$ cat src/rtl/alu_seq_pkg.sv
// Shared types for the ALU sequencer: opcodes, FSM states, flag indices.
// Imported by alu_core and alu_seq.
package alu_seq_pkg;

    typedef enum logic [2:0] {
        OP_ADD = 3'd0,
        OP_SUB = 3'd1,
        OP_AND = 3'd2,
        OP_OR  = 3'd3,
        OP_XOR = 3'd4,
        OP_SLL = 3'd5,
        OP_SRL = 3'd6,
        OP_SLT = 3'd7
    } op_e;

    typedef enum logic [1:0] {
        IDLE  = 2'd0,
        ARMED = 2'd1,
        EXEC  = 2'd2,
        DONE  = 2'd3
    } state_e;

    localparam int FLG_N = 3;
    localparam int FLG_Z = 2;
    localparam int FLG_C = 1;
    localparam int FLG_V = 0;

endpackage

$ cat src/rtl/alu_core.sv
// Combinational ALU: result plus {n,z,c,v} flags for one opcode.
// SUB reports borrow in c; shifts use the low log2(WIDTH) bits of b.
module alu_core
    import alu_seq_pkg::*;
#(
    parameter int WIDTH = 8
) (
    input  logic [WIDTH-1:0] a,
    input  logic [WIDTH-1:0] b,
    input  op_e              op,
    output logic [WIDTH-1:0] y,
    output logic [3:0]       flags
);

    localparam int SW = $clog2(WIDTH);

    logic [WIDTH:0]  sum;
    logic [WIDTH:0]  dif;
    logic [SW-1:0]   sh;
    logic            c;
    logic            v;

    always_comb begin
        sum = {1'b0, a} + {1'b0, b};
        dif = {1'b0, a} - {1'b0, b};
        sh  = b[SW-1:0];
        y   = '0;
        c   = 1'b0;
        v   = 1'b0;
        unique case (op)
            OP_ADD: begin
                y = sum[WIDTH-1:0];
                c = sum[WIDTH];
                v = (a[WIDTH-1] == b[WIDTH-1]) &&
                    (y[WIDTH-1] != a[WIDTH-1]);
            end
            OP_SUB: begin
                // dif[WIDTH] is set exactly when a < b unsigned
                y = dif[WIDTH-1:0];
                c = dif[WIDTH];
                v = (a[WIDTH-1] != b[WIDTH-1]) &&
                    (y[WIDTH-1] != a[WIDTH-1]);
            end
            OP_AND: y = a & b;
            OP_OR:  y = a | b;
            OP_XOR: y = a ^ b;
            OP_SLL: y = a << sh;
            OP_SRL: y = a >> sh;
            OP_SLT: y = {{(WIDTH-1){1'b0}}, ($signed(a) < $signed(b))};
            default: y = '0;
        endcase
        flags        = '0;
        flags[FLG_N] = y[WIDTH-1];
        flags[FLG_Z] = (y == '0);
        flags[FLG_C] = c;
        flags[FLG_V] = v;
    end

endmodule

$ cat src/rtl/alu_seq.sv
// Request/confirm ALU sequencer: capture operands, await opcode with
// timeout, execute once, hold result until acknowledged.
module alu_seq
    import alu_seq_pkg::*;
#(
    parameter int WIDTH   = 8,
    parameter int TIMEOUT = 16
) (
    input  logic             clk,
    input  logic             reset,
    input  logic             handshaking,
    input  logic             confirm_op,
    input  logic [2:0]       switch_op,
    input  logic [WIDTH-1:0] operand_a,
    input  logic [WIDTH-1:0] operand_b,
    input  logic             result_ack,
    output logic [WIDTH-1:0] alu_result,
    output logic [3:0]       flags,
    output logic             result_valid,
    output logic             busy,
    output logic             timeout
);

    localparam int TW = (TIMEOUT > 0) ? $clog2(TIMEOUT + 1) : 1;
    localparam logic [TW-1:0] T_LAST = TW'((TIMEOUT > 0) ? TIMEOUT - 1 : 0);

    state_e           state_q;
    state_e           state_d;
    logic [WIDTH-1:0] a_q;
    logic [WIDTH-1:0] b_q;
    op_e              op_q;
    logic [TW-1:0]    timer_q;
    logic [WIDTH-1:0] res_q;
    logic [3:0]       flg_q;
    logic             to_q;

    logic             ld_ops;
    logic             ld_op;
    logic             ld_res;
    logic             to_fire;
    logic             tmr_inc;

    logic [WIDTH-1:0] core_y;
    logic [3:0]       core_f;

    alu_core #(
        .WIDTH (WIDTH)
    ) u_core (
        .a     (a_q),
        .b     (b_q),
        .op    (op_q),
        .y     (core_y),
        .flags (core_f)
    );

    always_ff @(posedge clk or posedge reset) begin
        if (reset) begin
            state_q <= IDLE;
        end else begin
            state_q <= state_d;
        end
    end

    always_comb begin
        state_d = state_q;
        ld_ops  = 1'b0;
        ld_op   = 1'b0;
        ld_res  = 1'b0;
        to_fire = 1'b0;
        tmr_inc = 1'b0;
        unique case (state_q)
            IDLE: begin
                if (handshaking) begin
                    ld_ops  = 1'b1;
                    state_d = ARMED;
                end
            end
            ARMED: begin
                // confirm takes priority over an expiring timer
                if (confirm_op) begin
                    ld_op   = 1'b1;
                    state_d = EXEC;
                end else if (TIMEOUT != 0 && timer_q == T_LAST) begin
                    to_fire = 1'b1;
                    state_d = IDLE;
                end else begin
                    tmr_inc = 1'b1;
                end
            end
            EXEC: begin
                ld_res  = 1'b1;
                state_d = DONE;
            end
            DONE: begin
                if (result_ack) begin
                    state_d = IDLE;
                end
            end
            default: state_d = IDLE;
        endcase
    end

    always_ff @(posedge clk or posedge reset) begin
        if (reset) begin
            a_q     <= '0;
            b_q     <= '0;
            op_q    <= OP_ADD;
            timer_q <= '0;
            res_q   <= '0;
            flg_q   <= '0;
            to_q    <= 1'b0;
        end else begin
            to_q <= to_fire;
            if (ld_ops) begin
                a_q     <= operand_a;
                b_q     <= operand_b;
                timer_q <= '0;
            end else if (tmr_inc && timer_q != '1) begin
                timer_q <= timer_q + 1'b1;
            end
            if (ld_op) begin
                op_q <= op_e'(switch_op);
            end
            if (ld_res) begin
                res_q <= core_y;
                flg_q <= core_f;
            end
        end
    end

    assign alu_result   = res_q;
    assign flags        = flg_q;
    assign result_valid = (state_q == DONE);
    assign busy         = (state_q != IDLE);
    assign timeout      = to_q;

endmodule

$ cat config.mk
export PLATFORM = sky130hd
export DESIGN_NAME = alu_seq
export DESIGN_NICKNAME = d
export VERILOG_FILES = /design/src/rtl/alu_seq_pkg.sv /design/src/rtl/alu_core.sv /design/src/rtl/alu_seq.sv
export SDC_FILE = /design/constraint.sdc
export NUM_CORES = 1
export LEC_CHECK = 0
export ABC_CLOCK_PERIOD_IN_PS = 2400
export CORE_MARGIN = 8
export CORE_UTILIZATION = 40
export CTS_CLUSTER_SIZE = 12
export DETAILED_ROUTE_END_ITERATION = 10
export SLEW_MARGIN = 20
export SYNTH_ARGS = -nofsm -noshare
export SYNTH_HDL_FRONTEND = slang
export SYNTH_SLANG_ARGS = --single-unit
$ cat constraint.sdc
create_clock -name clk -period 2.4 [get_ports clk]
set_input_delay 0.36 -clock clk [delete_from_list [all_inputs] [get_ports clk]]
set_output_delay 0.36 -clock clk [all_outputs]
set_load 0.01 [all_outputs]
## Word-level counts from Yosys, hierarchy flattened

Index checks and enable logic that the tools add are counted.

- Bits in registers: 39
- Input bits: 24
- Output and inout port bits: 15
- Logic and storage cells: 66

- $add $sub $neg: 3
- $lt $le $gt $ge: 1
- Eq/ne operators: 19
- Shift-type cells: 2
- Mux-type cells: 21
- Bitwise gates (word level): 3
- Reductions and logical operators: 9

Operator list:

| cell | number |
|---|---|
| 8-bit case mux with 8 select lines | 1 |
| 3-bit == test (second input constant) | 4 |
| 1-bit two-way mux | 11 |
| 5-bit two-way mux | 2 |
| 8-bit by 8-bit adder with 9-bit output | 1 |
| 8-bit by 8-bit subtractor with 9-bit output | 1 |
| 8-bit AND | 1 |
| 8-bit zero test | 1 |
| 8-bit < comparator | 1 |
| 2-bit two-way mux | 4 |
| 8-bit OR | 1 |
| 2-bit case mux with 4 select lines | 1 |
| 8-bit by 3-bit << shifter with 8-bit output | 1 |
| 8-bit by 3-bit >> shifter with 8-bit output | 1 |
| 8-bit bitwise XOR | 1 |
| 3-bit by 2-bit == test with 1-bit output (second input constant) | 2 |
| 5-bit by 1-bit adder with 5-bit output (second input constant) | 1 |
| 5-bit by 4-bit == test with 1-bit output (second input constant) | 1 |
| 5-bit != test (second input constant) | 1 |
| 2-bit == test (second input constant) | 2 |
| 2-bit != test (second input constant) | 2 |
| 1-bit case mux with 2 select lines | 2 |
| 2-bit nonzero test | 2 |
| 3-bit by 1-bit == test with 1-bit output (second input constant) | 1 |
| 8 further kinds | 12 |

## Logic depth before layout (Yosys ltp)

- Depth after elaboration: 7
- Depth in mapped cells: 11
- Mapped depth without buffers: 10

## Cells and area by module

From an unflattened synthesis, not the netlist that was laid out.

- Cells, all modules: 364
- Area, all modules: 3,410.8 um2

By module, submodules not included:

| module | instances | cells each | area an instance (um2) | seq. area each (um2) |
|---|---|---|---|---|
| alu_core | 1 | 249 | 1,808.0 | 0.0 |
| alu_seq | 1 | 115 | 1,602.8 | 975.9 |

## Worst setup path before layout

No wires, ideal clock.

- Path type: register to register
- Start point: reg a_q[3]
- End point: reg flg_q[2], in the netlist flags[2]
- Library setup time: 0.092 ns
- Data arrival time: 2.346 ns
- Required time: 2.308 ns
- Slack: -0.038 ns
- Cell stages (with the launch flop): 11
- Path buffers: 1
- Clock period less this slack: 2.438 ns
- Cell sequence: dfrtp_1 > inv_1 > ha_1 > buf_2 > nor3_1 > a2111oi_0 > xnor2_1 > a21oi_1 > o32ai_1 > o21ai_0 > o31ai_2

- Longest elaborated chain between the ends: 3
- Elaborated cells on any way between the ends: 10
- Classes of those cells: add/sub (2); order compare (1); shift (2); mux (1); bitwise (3); reduce/logical (1)

Ends and longest elaborated chain:

| item | line | RTL |
|---|---|---|
| from (decl) | alu_seq.sv:29 | `logic [WIDTH-1:0] a_q;` |
| from (signal assigned) | alu_seq.sv:115 | `a_q <= operand_a;` |
| 8-bit by 8-bit subtractor with 9-bit output (tied with other cells) | alu_core.sv:25 | `dif = {1'b0, a} - {1'b0, b};` |
| 8-bit case mux with 8 select lines (*) | alu_core.sv:30 | `unique case (op)` |
| 8-bit zero test (*) | alu_core.sv:54 | `flags[FLG_Z] = (y == '0);` |
| to (signal assigned) | alu_seq.sv:126 | `flg_q <= core_f;` |
| to (decl) | alu_seq.sv:34 | `logic [3:0] flg_q;` |

Every way passes the cells marked *; elsewhere a longest branch is shown, timed or not.
A chain may end at the register's enable or synchronous reset.

## Worst setup path in the final report

- Start point: reg a_q[0]
- End point: reg flg_q[1], in the netlist flags[1]

- Longest elaborated chain between the ends: 2
- Elaborated cells on any way between the ends: 3
- Classes of those cells: add/sub (2); mux (1)

Ends and longest elaborated chain:

| item | line |
|---|---|
| 8-bit by 8-bit subtractor with 9-bit output or 8-bit by 8-bit adder with 9-bit output (tied branches) | alu_core.sv:25, alu_core.sv:24 |
| 1-bit case mux with 2 select lines (*) | alu_core.sv:30 |

Marks and branches as above.

==> results.py <==
metrics = {
    "floorplan": {
        "ioPinCount": 39,
        "rows": 33,
        "die_area_um2": 11300,
        "core_area_um2": 8050,
        "fp.dieW_um": 106,
        "die_y_um": 106,
        "start_util_pct": 40.5,
    },
    "synth": {
        "ys_warn_count": 0,
        "synth.cell_area_um2": 3260,
        "synth_top_cell_by_area": "dfrtp_1",
        "synth_cells": 376,
        "synth.area.top_cells": "dfrtp_1 29%, ha_1 11%, nand2_1 4.6%",
        "synth_common_cells": "40 x nand2_1, 38 x dfrtp_1, 31 x inv_1",
        "synth_area_per_cell_um2": 8.67,
        "synth_ff_type": "dfrtp_1",
        "syn_nets": 430,
        "synth_edf_count": 0,
        "yosysMostFrequentCell": "nand2_1",
        "ys_ff_latch": 38,
        "synth_cell_types": 63,
        "synthArstFlopShare_pct": 100,
        "synth_top_cell_area_share_pct": 29.2,
        "seq_area_frac_synth_pct": 29.2,
    },
    "timing": {
        "fin_ws_ns": 0.0375,
        "skew_ns": 0.00747,
        "rsz0062_at_grt": "true",
        "fin_crit_sh_pct": 98.4,
        "worst_pin_slew_ns": 0.485,
        "min_period_ns": 2.36,
        "final_max_slew_viol_count": 0,
        "relSlewSlack_pct": 67.7,
        "finalSetupViolCount": 0,
        "fmax_ghz": 0.423,
        "finalHoldViolCount": 0,
        "tns_ns": 0,
    },
    "cts": {
        "ctsHoldBuffers": 0,
        "numClockSinks": 38,
        "cts-buffers-inserted": 5,
        "ctsHtreeMaxLevel": 2,
        "cts_tree": "built",
        "cts_buffer_depth": 2,
        "clk_latency_ns": 0.30,
        "cts_root_buffer": "clkbuf_8",
        "clk_pin_slew_worst_paths_ns": 0.08,
    },
    "route": {
        "postRouteAntennaNets": 0,
        "drcViolationCount": 0,
        "drtPass1Iterations": 4,
        "drt_iter0_markers": 147,
        "viasPerCell": 5.47,
        "drt_wl_total_mm": 9.52,
        "wl_per_cell_um": 16.7,
        "vias": 3110,
    },
    "grt": {
        "grt_first_pass_wirelength_mm": 15.5,
        "grt.overflow.total": 0,
        "grt_pass1_vias": 3082,
        "grt_use_total_pct": 16.8,
        "grt_max_degree": 39,
        "antenna_found_initial": 0,
    },
    "worst_setup_path": {
        "end_kind": "flop",
        "required_ns": 2.59,
        "crit_start": "a_q[0]",
        "start_kind": "flop",
        "crit_chain": "buf_4, ha_2, inv_2, fa_2, nor2b_1, o21ai_1, nand2_1, a31o_2, a21o_1, a211o_1, a32o_1",
        "cp_data_arrival_time_ns": 2.56,
        "r2r_start": "a_q[0]",
        "r2r_cells": 11,
        "rr_endpoint": "flags[1]",
        "critical_path_peak_fanout": 3,
        "crit_end": "flags[1]",
        "r2r_slack_ns": 0.04,
        "max_stage_delay_ns": 0.41,
        "critical_path_class": "reg -> reg",
        "cp_slowest_cell": "dfrtp_1",
    },
    "place": {
        "globalplace.congestion": 0.954,
        "dpl_worst_slack_ns": -0.0953,
        "place_inst": 559,
        "portBuffers": 38,
        "place_hpwl_mm": 7.27,
    },
    "cells_and_area": {
        "final_cells": 569,
        "antenna_cells": 0,
        "synthToLayoutAreaGrowth_pct": 36.6,
        "drive_gt1_share_pct": 25.2,
        "layout.nets": 518,
    },
    "power": {
        "p_leak_nw": 1.93,
        "power_w": 0.00763,
        "power_density_nw_per_um2": 1710,
        "vdd_drop_max_uv": 564,
    },
    "status": {
        "outcome": "finished clean",
    },
    "min_path": {
        "hold_class": "in -> async",
    },
    "run": {
        "drv_cap": 0,
    },
}
[power by group]
part	switching [W]	internal [W]
Clock	0.000236	0.000333
Combinational	0.00298	0.00293
Sequential	0.000221	0.000927
[per-stage QoR]
stage | utilization (%) | instance area (µm²) | hold WS, ns
4_1_cts | 53.4 | 4300 | 0.489
5_1_grt | 55.3 | 4450 | 0.517
3_5_place_dp | 51.7 | 4160 | 0.472
3_3_place_gp | 51.7 | 4160 | 0.461
6_report | 55.3 | 4450 | 0.464
2_1_floorplan | - | 3260 | 0.446
[logic make-up (layout without fill, tap and decap cells)]
logic type	count (synthesis)	in the layout	synth area share (%)
compound gates	104	104	21.2
buf+inv	53	141	6.72
mux	18	18	8.98
flops	38	38	29.2
simple gates	119	119	18.2
fa+ha+maj	30	30	12.0
xor+xnor	14	14	3.76
[sequential cells by signal, indices dropped and copies added, names as in the netlist, named ones only]
signal / count
b_q: 8
timeout: 1
flags: 3
a_q: 8
state_q: 1
op_q: 3
timer_q: 5
alu_result: 8
[layout make-up]
class,count,area (µm²)
fillers,758,3600
flip-flops and latches,38,952
well taps,105,131
inverters,31,116
clock buffers,6,82.6
clock inverters,1,30.0
multi-input cells,285,2240
repair buffers,103,901
[routing by layer]
layer,share of wire (%),up-vias,GRT usage (%)
met5,0,-,0
met4,1.8,0,5.53
met3,6.5,14,3.15
met2,46,105,26.5
met1,45,1481,22.7
li1,-,1510,-
[how the worst min path moves through the flow]
stage                          to  cells past startpoint
floorplan              state_q[0]                      1
global route             flags[0]                      3
finish              alu_result[7]                      3
CTS                 alu_result[4]                      2
detailed placement  alu_result[4]                      2
global placement    alu_result[3]                      2
[cell usage in the layout (no fill, tap or decap), types with 3 or more instances in the layout]
cell type,instances
ha_1,21
nor3_1,8
buf_4,61
o211ai_1,4
mux2i_1,6
dfrtp_1,37
o21ai_0,27
a21oi_1,14
inv_1,29
o31ai_1,3
nand3b_1,4
xor2_1,5
ha_2,3
a21oi_2,4
nand2_1,40
ha_4,4
o21ai_1,5
nand3_1,3
nor2_1,23
xnor2_1,8
nand4_1,3
o22ai_1,3
a211oi_1,6
clkdlybuf4s50_1,38
or2_2,4
nand2b_1,9
clkbuf_8,6
nor3b_1,3
nor2b_1,9
mux4_1,5
mux2_2,5
a31oi_1,4
[critical path: cells and delay by family, from the launching register on]
| family | cells | cell delay, ns |
|---|---|---|
| AO/OA/AOI/OAI | 5 | 1.09 |
| adder cells (fa/ha/maj) | 2 | 0.41 |
| buffers and inverters | 2 | 0.21 |
| flip-flops | 1 | 0.41 |
| AND/OR/NAND/NOR | 2 | 0.14 |
[repair_timing]
item                                    in CTS  in global routing
pin swaps                                    1                 11
endpoints found under the setup margin       4                  5
gates resized for setup                      4                 28
setup buffers                                0                  3
(Power assumes the default switching activity.)
